--- src/rtl/debug_reg_dumper_pkg.sv ---
// Shared definitions for the debug register dumper: default sizes, FSM
// state encoding and a small width helper.
package debug_reg_dumper_pkg;

    localparam int DBG_DATA_SIZE      = 32;
    localparam int DBG_REG_SIZE       = 5;
    localparam int DBG_BANK_SIZE      = 32;
    localparam int DBG_BYTE_SIZE      = 8;
    localparam int DBG_BYTES_PER_WORD = DBG_DATA_SIZE / DBG_BYTE_SIZE;

    localparam logic [2:0] STATE_IDLE = 3'd0;
    localparam logic [2:0] STATE_REQ  = 3'd1;
    localparam logic [2:0] STATE_LOAD = 3'd2;
    localparam logic [2:0] STATE_SEND = 3'd3;
    localparam logic [2:0] STATE_DONE = 3'd4;

    typedef enum logic [2:0] {
        ST_IDLE = STATE_IDLE,
        ST_REQ  = STATE_REQ,
        ST_LOAD = STATE_LOAD,
        ST_SEND = STATE_SEND,
        ST_DONE = STATE_DONE
    } dump_state_t;

    // Counter width able to index n items; never narrower than one bit.
    function automatic int idx_width(input int n);
        if (n > 1) begin
            return $clog2(n);
        end else begin
            return 1;
        end
    endfunction

endpackage

--- src/rtl/debug_reg_dumper_if.sv ---
// Bus between the dumper and its environment: register bank debug read
// port, UART TX byte handshake and start/status lines.
interface debug_reg_dumper_if #(
    parameter int DATA_SIZE = 32,
    parameter int REG_SIZE  = 5,
    parameter int BYTE_SIZE = 8
) ();

    logic                 i_start;
    logic                 o_read_enable;
    logic [REG_SIZE-1:0]  o_read_addr;
    logic [DATA_SIZE-1:0] i_read_data;
    logic [BYTE_SIZE-1:0] o_tx_data;
    logic                 o_tx_valid;
    logic                 i_tx_ready;
    logic                 o_busy;
    logic                 o_done;

    // Dumper side.
    modport master (
        input  i_start,
        input  i_read_data,
        input  i_tx_ready,
        output o_read_enable,
        output o_read_addr,
        output o_tx_data,
        output o_tx_valid,
        output o_busy,
        output o_done
    );

    // Environment side: bank model, UART TX and controller.
    modport slave (
        output i_start,
        output i_read_data,
        output i_tx_ready,
        input  o_read_enable,
        input  o_read_addr,
        input  o_tx_data,
        input  o_tx_valid,
        input  o_busy,
        input  o_done
    );

endinterface

--- src/rtl/debug_reg_dumper_word_byte_serializer.sv ---
// Holds one bank word and presents it a byte at a time, LSB byte first.
// The low byte of the shift register is the byte currently on offer.
module word_byte_serializer
    import debug_reg_dumper_pkg::*;
#(
    parameter int DATA_SIZE = DBG_DATA_SIZE,
    parameter int BYTE_SIZE = DBG_BYTE_SIZE
) (
    input  logic                 i_clock,
    input  logic                 i_reset,
    input  logic                 load,
    input  logic                 shift,
    input  logic [DATA_SIZE-1:0] word,
    output logic [BYTE_SIZE-1:0] tx_byte,
    output logic                 last_byte
);

    localparam int BPW    = DATA_SIZE / BYTE_SIZE;
    localparam int BIDX_W = idx_width(BPW);
    localparam logic [BIDX_W-1:0] LAST_BIDX = BIDX_W'(BPW - 1);

    logic [DATA_SIZE-1:0] shift_r;
    logic [BIDX_W-1:0]    bidx_r;

    // Load a fresh word, or drop the accepted byte and advance the byte index.
    always_ff @(posedge i_clock or negedge i_reset) begin
        if (!i_reset) begin
            shift_r <= {DATA_SIZE{1'b0}};
            bidx_r  <= {BIDX_W{1'b0}};
        end else if (load) begin
            shift_r <= word;
            bidx_r  <= {BIDX_W{1'b0}};
        end else if (shift) begin
            shift_r <= shift_r >> BYTE_SIZE;
            if (bidx_r == LAST_BIDX) begin
                bidx_r <= {BIDX_W{1'b0}};
            end else begin
                bidx_r <= bidx_r + {{(BIDX_W-1){1'b0}}, 1'b1};
            end
        end
    end

    assign tx_byte   = shift_r[BYTE_SIZE-1:0];
    assign last_byte = (bidx_r == LAST_BIDX);

endmodule

--- src/rtl/debug_reg_dumper.sv ---
// Debug unit sequencer: reads every register of the halted bank through its
// debug port and streams the words, little-endian, to the UART transmitter.
module debug_reg_dumper
    import debug_reg_dumper_pkg::*;
#(
    parameter int DATA_SIZE = DBG_DATA_SIZE,
    parameter int REG_SIZE  = DBG_REG_SIZE,
    parameter int BANK_SIZE = DBG_BANK_SIZE,
    parameter int BYTE_SIZE = DBG_BYTE_SIZE
) (
    input logic                i_clock,
    input logic                i_reset,
    debug_reg_dumper_if.master bus
);

    // One spare bit so BANK_SIZE == 2**REG_SIZE cannot wrap the index.
    localparam int IDX_W = REG_SIZE + 1;
    localparam logic [IDX_W-1:0] LAST_IDX = IDX_W'(BANK_SIZE - 1);

    dump_state_t          state_r;
    dump_state_t          next_state_s;
    logic [IDX_W-1:0]     idx_r;
    logic                 load_s;
    logic                 shift_s;
    logic                 idx_inc_s;
    logic                 idx_clr_s;
    logic                 last_byte_s;
    logic [BYTE_SIZE-1:0] tx_byte_s;
    logic                 read_enable_r;
    logic                 tx_valid_r;
    logic                 busy_r;
    logic                 done_r;

    // FSM state register.
    always_ff @(posedge i_clock or negedge i_reset) begin
        if (!i_reset) begin
            state_r <= ST_IDLE;
        end else begin
            state_r <= next_state_s;
        end
    end

    // Next-state decode and per-state control strobes.
    always_comb begin
        next_state_s = state_r;
        load_s       = 1'b0;
        shift_s      = 1'b0;
        idx_inc_s    = 1'b0;
        idx_clr_s    = 1'b0;
        case (state_r)
            ST_IDLE: begin
                if (bus.i_start) begin
                    next_state_s = ST_REQ;
                end else begin
                    next_state_s = ST_IDLE;
                end
            end
            ST_REQ: begin
                next_state_s = ST_LOAD;
            end
            ST_LOAD: begin
                load_s       = 1'b1;
                next_state_s = ST_SEND;
            end
            ST_SEND: begin
                if (bus.i_tx_ready) begin
                    shift_s = 1'b1;
                    if (last_byte_s) begin
                        if (idx_r == LAST_IDX) begin
                            next_state_s = ST_DONE;
                        end else begin
                            idx_inc_s    = 1'b1;
                            next_state_s = ST_REQ;
                        end
                    end else begin
                        next_state_s = ST_SEND;
                    end
                end else begin
                    next_state_s = ST_SEND;
                end
            end
            ST_DONE: begin
                idx_clr_s    = 1'b1;
                next_state_s = ST_IDLE;
            end
            default: begin
                idx_clr_s    = 1'b1;
                next_state_s = ST_IDLE;
            end
        endcase
    end

    // Word index: advances after each word's last byte, clears on completion.
    always_ff @(posedge i_clock or negedge i_reset) begin
        if (!i_reset) begin
            idx_r <= {IDX_W{1'b0}};
        end else if (idx_clr_s) begin
            idx_r <= {IDX_W{1'b0}};
        end else if (idx_inc_s) begin
            idx_r <= idx_r + {{(IDX_W-1){1'b0}}, 1'b1};
        end else begin
            idx_r <= idx_r;
        end
    end

    // Status outputs registered from the next state so they track state_r
    // exactly while never seeing i_tx_ready combinationally.
    always_ff @(posedge i_clock or negedge i_reset) begin
        if (!i_reset) begin
            read_enable_r <= 1'b0;
            tx_valid_r    <= 1'b0;
            busy_r        <= 1'b0;
            done_r        <= 1'b0;
        end else begin
            read_enable_r <= (next_state_s == ST_REQ);
            tx_valid_r    <= (next_state_s == ST_SEND);
            busy_r        <= (next_state_s != ST_IDLE);
            done_r        <= (next_state_s == ST_DONE);
        end
    end

    word_byte_serializer #(
        .DATA_SIZE (DATA_SIZE),
        .BYTE_SIZE (BYTE_SIZE)
    ) u_serializer (
        .i_clock   (i_clock),
        .i_reset   (i_reset),
        .load      (load_s),
        .shift     (shift_s),
        .word      (bus.i_read_data),
        .tx_byte   (tx_byte_s),
        .last_byte (last_byte_s)
    );

    assign bus.o_read_enable = read_enable_r;
    assign bus.o_read_addr   = idx_r[REG_SIZE-1:0];
    assign bus.o_tx_data     = tx_byte_s;
    assign bus.o_tx_valid    = tx_valid_r;
    assign bus.o_busy        = busy_r;
    assign bus.o_done        = done_r;

endmodule

--- src/flat_wrapper.sv ---
// flat-port wrapper written by rule: the top's interface ports become plain ports
module debug_reg_dumper_flat import debug_reg_dumper_pkg::*;
#(
    parameter int DATA_SIZE = DBG_DATA_SIZE,
    parameter int REG_SIZE  = DBG_REG_SIZE,
    parameter int BANK_SIZE = DBG_BANK_SIZE,
    parameter int BYTE_SIZE = DBG_BYTE_SIZE
)
  (i_clock, i_reset, bus_i_start, bus_i_read_data, bus_i_tx_ready, bus_o_read_enable, bus_o_read_addr, bus_o_tx_data, bus_o_tx_valid, bus_o_busy, bus_o_done);
  debug_reg_dumper_if #(.DATA_SIZE(DATA_SIZE), .REG_SIZE(REG_SIZE), .BYTE_SIZE(BYTE_SIZE)) bus_i ();
  input logic i_clock;
  input logic i_reset;
  input wire logic [$bits(bus_i.i_start)-1:0] bus_i_start;
  input wire logic [$bits(bus_i.i_read_data)-1:0] bus_i_read_data;
  input wire logic [$bits(bus_i.i_tx_ready)-1:0] bus_i_tx_ready;
  output wire logic [$bits(bus_i.o_read_enable)-1:0] bus_o_read_enable;
  output wire logic [$bits(bus_i.o_read_addr)-1:0] bus_o_read_addr;
  output wire logic [$bits(bus_i.o_tx_data)-1:0] bus_o_tx_data;
  output wire logic [$bits(bus_i.o_tx_valid)-1:0] bus_o_tx_valid;
  output wire logic [$bits(bus_i.o_busy)-1:0] bus_o_busy;
  output wire logic [$bits(bus_i.o_done)-1:0] bus_o_done;
  assign bus_i.i_start = bus_i_start;
  assign bus_i.i_read_data = bus_i_read_data;
  assign bus_i.i_tx_ready = bus_i_tx_ready;
  assign bus_o_read_enable = bus_i.o_read_enable;
  assign bus_o_read_addr = bus_i.o_read_addr;
  assign bus_o_tx_data = bus_i.o_tx_data;
  assign bus_o_tx_valid = bus_i.o_tx_valid;
  assign bus_o_busy = bus_i.o_busy;
  assign bus_o_done = bus_i.o_done;
  debug_reg_dumper #(.DATA_SIZE(DATA_SIZE), .REG_SIZE(REG_SIZE), .BANK_SIZE(BANK_SIZE), .BYTE_SIZE(BYTE_SIZE)) u_core (.i_clock(i_clock), .i_reset(i_reset), .bus(bus_i));
endmodule
--- config.mk ---
export PLATFORM = sky130hd
export DESIGN_NAME = debug_reg_dumper_flat
export DESIGN_NICKNAME = d
export VERILOG_FILES = /design/src/rtl/debug_reg_dumper_pkg.sv /design/src/rtl/debug_reg_dumper_if.sv /design/src/rtl/debug_reg_dumper_word_byte_serializer.sv /design/src/rtl/debug_reg_dumper.sv /design/src/flat_wrapper.sv
export SDC_FILE = /design/constraint.sdc
export NUM_CORES = 1
export LEC_CHECK = 0
export CORE_MARGIN = 2
export CORE_UTILIZATION = 54
export CTS_BUF_LIST = sky130_fd_sc_hd__clkbuf_4 sky130_fd_sc_hd__clkbuf_8 sky130_fd_sc_hd__clkbuf_16
export DETAILED_ROUTE_END_ITERATION = 12
export GPL_ROUTABILITY_DRIVEN = 1
export PLACE_DENSITY = 0.84
export SYNTH_ARGS = -nofsm -noshare
export SYNTH_HDL_FRONTEND = slang
export SYNTH_HIERARCHICAL = 1
export SYNTH_SLANG_ARGS = --single-unit
--- constraint.sdc ---
create_clock -name i_clock -period 4.2 [get_ports i_clock]
set_input_delay 0.84 -clock i_clock [delete_from_list [all_inputs] [get_ports i_clock]]
set_output_delay 0.84 -clock i_clock [all_outputs]
set_load 0.05 [all_outputs]
# Word level (Yosys, flattened, before mapping)
# Index checks and enable logic that the tools add are counted.
dict set report op_classes {
  n_eq_ne 9
  mux 19
  reduce_logical 4
  addsub 2
}
# operator count
set ops {}
lappend ops {{two-way mux 32 bit} 2}
lappend ops {{two-way mux 6 bit} 2}
lappend ops {{case mux 3 bit (4 select lines)} 1}
lappend ops {{== test 3 x 2 -> 1 bit (second input constant)} 3}
lappend ops {{two-way mux 3 bit} 3}
lappend ops {{two-way mux 1 bit} 8}
lappend ops {{adder 6 x 1 -> 6 bit (second input constant)} 1}
lappend ops {{== test 3 x 1 -> 1 bit (second input constant)} 2}
lappend ops {{== test 6 x 5 -> 1 bit (second input constant)} 1}
lappend ops {{two-way mux 2 bit} 3}
lappend ops {{OR reduction 4 bit} 1}
lappend ops {{== test 3 bit (second input constant)} 1}
lappend ops {{logical NOT 3 bit} 1}
lappend ops {{nonzero test 3 bit} 1}
lappend ops {{adder 2 x 1 -> 2 bit (second input constant)} 1}
lappend ops {{== test 2 bit (second input constant)} 1}
lappend ops {{!= test 2 x 1 -> 1 bit (second input constant)} 1}
lappend ops {{nonzero test 2 bit} 1}
dict set report totals {
  word_cells 42
  reg_bits 47
  output_inout_bits 17
  input_bits 36
}

# Longest topological paths before layout
dict set report depth {
  depth_word 7
  mapped_depth 8
  ltp_nobuf 5
}

# Hierarchy
# Netlist, hierarchy kept.
# module seq_area_each_um2 cells_each instances area_each_um2
set modules_own_cells {}
lappend modules_own_cells {word_byte_serializer 850.8 154 1 1621.6}
lappend modules_own_cells {debug_reg_dumper 325.3 71 1 693.2}

# Worst setup path after synthesis
# OpenSTA, ideal clock, no wires.
dict set report synth_path {
  path_kind {input to register}
  start {in bus_i_tx_ready}
  end {reg u_core.idx_r[3]}
  setup_time_ns 0.125
  required_time_ns 4.075
  arrival_ns 1.514
  setup_slack_ns 2.561
  path_buffers 0
  path_stages 3
  path_cell_list {nand4_2 > a211oi_2 > mux2_2}
}
dict set report synth_via {
  elab_chain_len 3
}
# item line_no
set synth_rtl {}
lappend synth_rtl {{from (decl)} flat_wrapper.sv:15} ;# input wire logic [$bits(bus_i.i_tx_ready)-1:0] bus_i_tx_ready;
lappend synth_rtl {{two-way mux 1 bit} debug_reg_dumper.sv:66} ;# if (bus.i_tx_ready) begin
lappend synth_rtl {{two-way mux 1 bit} debug_reg_dumper.sv:50} ;# case (state_r)
lappend synth_rtl {{!= test 2 x 1 -> 1 bit (no source line)} -}
lappend synth_rtl {{to (signal assigned)} debug_reg_dumper.sv:96} ;# idx_r <= {IDX_W{1'b0}};
lappend synth_rtl {{to (signal assigned)} debug_reg_dumper.sv:98} ;# idx_r <= {IDX_W{1'b0}};
lappend synth_rtl {{to (signal assigned)} debug_reg_dumper.sv:100} ;# idx_r <= idx_r + {{(IDX_W-1){1'b0}}, 1'b1};
lappend synth_rtl {{to (decl)} debug_reg_dumper.sv:22} ;# logic [IDX_W-1:0] idx_r;
# No other way between the ends.
# A chain may end at the register's enable or synchronous reset.

# Worst setup path in the final report
dict set report layout_path {
  start {in bus_i_tx_ready}
  end {reg u_core.u_serializer.shift_r[12]}
}
dict set report layout_via {
  elab_chain_len 3
}
# item line_no
set layout_rtl {}
lappend layout_rtl {{two-way mux 1 bit} debug_reg_dumper.sv:66}
lappend layout_rtl {{two-way mux 1 bit} debug_reg_dumper.sv:50}
lappend layout_rtl {{net u_core.shift_s} debug_reg_dumper.sv:24} ;# logic shift_s;
lappend layout_rtl {{nonzero test 2 bit (no source line)} -}
lappend layout_rtl {{to (signal assigned)} debug_reg_dumper_word_byte_serializer.sv:28} ;# shift_r <= {DATA_SIZE{1'b0}};
lappend layout_rtl {{to (signal assigned)} debug_reg_dumper_word_byte_serializer.sv:31} ;# shift_r <= word;
lappend layout_rtl {{to (signal assigned)} debug_reg_dumper_word_byte_serializer.sv:34} ;# shift_r <= shift_r >> BYTE_SIZE;
lappend layout_rtl {{to (decl)} debug_reg_dumper_word_byte_serializer.sv:22} ;# logic [DATA_SIZE-1:0] shift_r;
# The timed path passes the listed nets, and every way through them passes these cells.

==> reports/results.txt <==
Dpl cells: 303
Yosys cell types: 33
Clock latency on the worst-skew pair: 0.30 ns
Mapped Nets: 263
Hold Fails Final Rpt: 0
ANT cells: 0
Peak VDD IR: 0.410 mV
Final Non-Filler Cells: 311
RSZ-0062 raised after global routing: false
Yosys top cell by area: dfrtp_1
Final worst slack: 1.68 ns
Post-route DRC: 0
Cell count after synthesis: 225
CP required: 4.35 ns
Post-detail-place hpwl: 3120 um
Top cell type's share of synthesized area: 50.8%
Tcrit/Tclk final: 60.0%
Seq cells post-synth: 47
Synth Warn #: 6
H-tree Lvls: 2
Clock Skew: 0.00654 ns
Routed Antenna Nets: 0
Initial antenna violation count: 0
CP Data Arrival Time: 2.67 ns
Wire length per cell after detailed routing: 14.8 um
P&R area growth vs syn: 21.1%
Number of max-cap violations: 0
Part of the Yosys area used for sequential elements: 50.8%
Max Fclk: 0.397 GHz
Final GP Congestion: 0.856
Resize count post-CTS: 0
Crit path capture type: register
R2R depth: 6
Crit-path leading delay family: buffers and inverters
Initial Util: 57.0%
Worst-Margin Slew: 1.01 ns
Remaining Overflow, GRT: 0
Die Wd: 69.5 um
CP Class: in2reg
Largest net degree at the start of global routing: 48
Pre-antenna DRT Iters: 4
Ys flop type: dfrtp_1
EDFF count, synth: 0
Ys async rst share: 100%
CTS root buf: clkbuf_8
WP buf/inv: 2
Placement Setup Slack: 1.37 ns
Post-CTS Hold Buffers: 0
Tmin final: 2.52 ns
Postcts setup bufs: 0
Layout cells sized above 1: 7.28%
Pwr Density: 657 mW/mm^2
Clock-pin slew on the worst setup and hold paths: 0.08 ns
Port Buffer Count: 52
Syn Std Cell Area: 0.00231 mm^2
Area contributors post-synth: dfrtp_1, mux2i_1, nand2_1, buf_4, o21ai_1
Vias in the first global route: 1617
Starting DRT DRC Count: 108
Crit-path max cell delay: 0.56 ns
Routed WL: 4590 um
I/O pin total: 53
# nets final: 298
CP max-delay cell: nor2_4
Clk sink count: 47
Filler cells: 332
Cell depth of the worst setup path: 6
Floorplan row count: 23
CTS tree: built
Die footprint: 0.00483 mm^2
Critical Path Start Type: input port
Layout Utilization: 69.1%
P_leak: 1.22 nW
CP Cell Sequence: clkdlybuf4s50_1 -> nand2_1 -> nor2_4 -> buf_4 -> mux2i_1 -> o21ai_1
Worst Hold Class: reg2reg
Final setup fails: 0
Setup tns final: 0 ns
Global-route wire length before repair: 7620 um
GRT Util Overall: 20.2%
Bufs on Longest Clock Path: 2
Die height: 69.5 um
Vias per cell: 5.41
Vias: 1681
Critical path fanouts, max: 24
Status: complete, no violations
Hold depth: 2
Worst rel slew slack: 32.4%
Core region area: 0.00406 mm^2
CTS buffer count: 5
Post-synthesis average cell area: 10.3 um^2
Final Max Slew Viols: 0
## routing by layer
layer,track usage [%],share of wire (%)
met3,3.92,5.1
met5,0,0
met4,9.15,2.1
met1,26.9,45
met2,31.9,48
## worst reg2reg max path, stage by stage, from the launching register on
cell and delay [ns]:
dfrtp_1 0.53, inv_1 0.25, nand2_1 0.23, nor2_4 0.65, buf_4 0.39, nand2b_1 0.15
o21ai_0 0.08
## state kept, by name (all words and copies together), names as in the netlist
signal,count
u_core/u_serializer/shift_r,32
u_core/bus.o_read_enable,1
u_core/bus.o_busy,1
u_core/u_serializer/bidx_r,2
u_core/bus.o_done,1
u_core/bus.o_tx_valid,1
u_core/state_r,3
u_core/idx_r,6
## final cells by class
type | count | area [um^2] | share of cell area [%]
tap | 50 | 62.6 | 2.23
timing repair buffer | 54 | 531 | 18.9
clock buffer | 7 | 83.8 | 2.99
clock inverter | 1 | 5.00 | 0.178
multi-input combinational | 150 | 938 | 33.5
sequential | 47 | 1180 | 41.9
inverter | 2 | 7.51 | 0.268
## synthesized netlist by cell type (2+ instances only)
library cell  count
a21oi_1           2
and3_1            2
buf_12            2
buf_2             6
buf_4            14
clkbuf_1          2
dfrtp_1          47
ha_1              2
inv_1             2
mux2_2            2
mux2i_1          26
nand2_1          38
nand2b_1          9
nand3_1           4
nor2_1            9
nor2b_1           6
nor3_1            6
o21ai_0          12
o21ai_1          20
## placed cells by master (no fill, tap or decap), drive strengths merged
cell	instances
and3	2
clkinv	1
or3	1
nor3	6
dfrtp	47
mux2i	26
nor2	9
o41ai	1
nand2	38
o21ai	32
o311ai	1
xnor2	1
ha	2
nand4	1
nor2b	6
mux2	3
a21oi	3
clkdlybuf4s50	51
o211ai	1
clkbuf	7
buf	3
nand2b	9
nor3b	1
a211oi	1
and4	1
nand3	4
inv	2
o21a	1
## metrics by stage
| stage | instance area, um^2 | power, mW | hold slack, ns |
|---|---|---|---|
| after detailed placement | 2720 | 1.57 | 0.520 |
| after global placement | 2720 | 1.54 | 0.507 |
| after floorplan | 2310 | 1.42 | 0.490 |
| after CTS | 2800 | 1.85 | 0.540 |
| after global routing | 2800 | 1.96 | 0.582 |
| final | 2800 | 1.84 | 0.536 |
## cell families (layout without fill, tap and decap cells)
logic type / after synthesis / count (layout) / share of synthesized area, %
XOR/XNOR: 1 / 1 / 0.378
multiplexers: 29 / 29 / 12.9
buffers and inverters: 28 / 64 / 9.30
AND/OR/NAND/NOR: 78 / 78 / 15.9
adder cells (fa/ha/maj): 2 / 2 / 1.08
AO/OA/AOI/OAI: 40 / 40 / 9.68
flip-flops: 47 / 47 / 50.8
## worst paths after layout
check	from	slack [ns]	end
worst min-delay path	u_core/u_serializer/bidx_r[1]$_DFFE_PN0P_	0.54	u_core/u_serializer/bidx_r[1]$_DFFE_PN0P_
worst max-delay path	bus_i_tx_ready	1.68	u_core/u_serializer/shift_r[12]$_DFFE_PN0P_
worst min register to register	u_core/u_serializer/bidx_r[1]$_DFFE_PN0P_	0.54	u_core/u_serializer/bidx_r[1]$_DFFE_PN0P_
min in group asynchronous	i_reset	0.71	u_core/bus.o_tx_valid$_DFF_PN0_
worst max register to register	u_core/state_r[2]$_DFF_PN0_	1.78	u_core/u_serializer/shift_r[26]$_DFFE_PN0P_
max in group asynchronous	i_reset	2.87	u_core/u_serializer/shift_r[0]$_DFFE_PN0P_
## power by group
| group | switching, mW | internal (mW) |
|---|---|---|
| combinational | 0.477 | 0.329 |
| clock | 0.146 | 0.130 |
| sequential | 0.133 | 0.627 |
No activity file was read; power rests on OpenSTA's default activity.
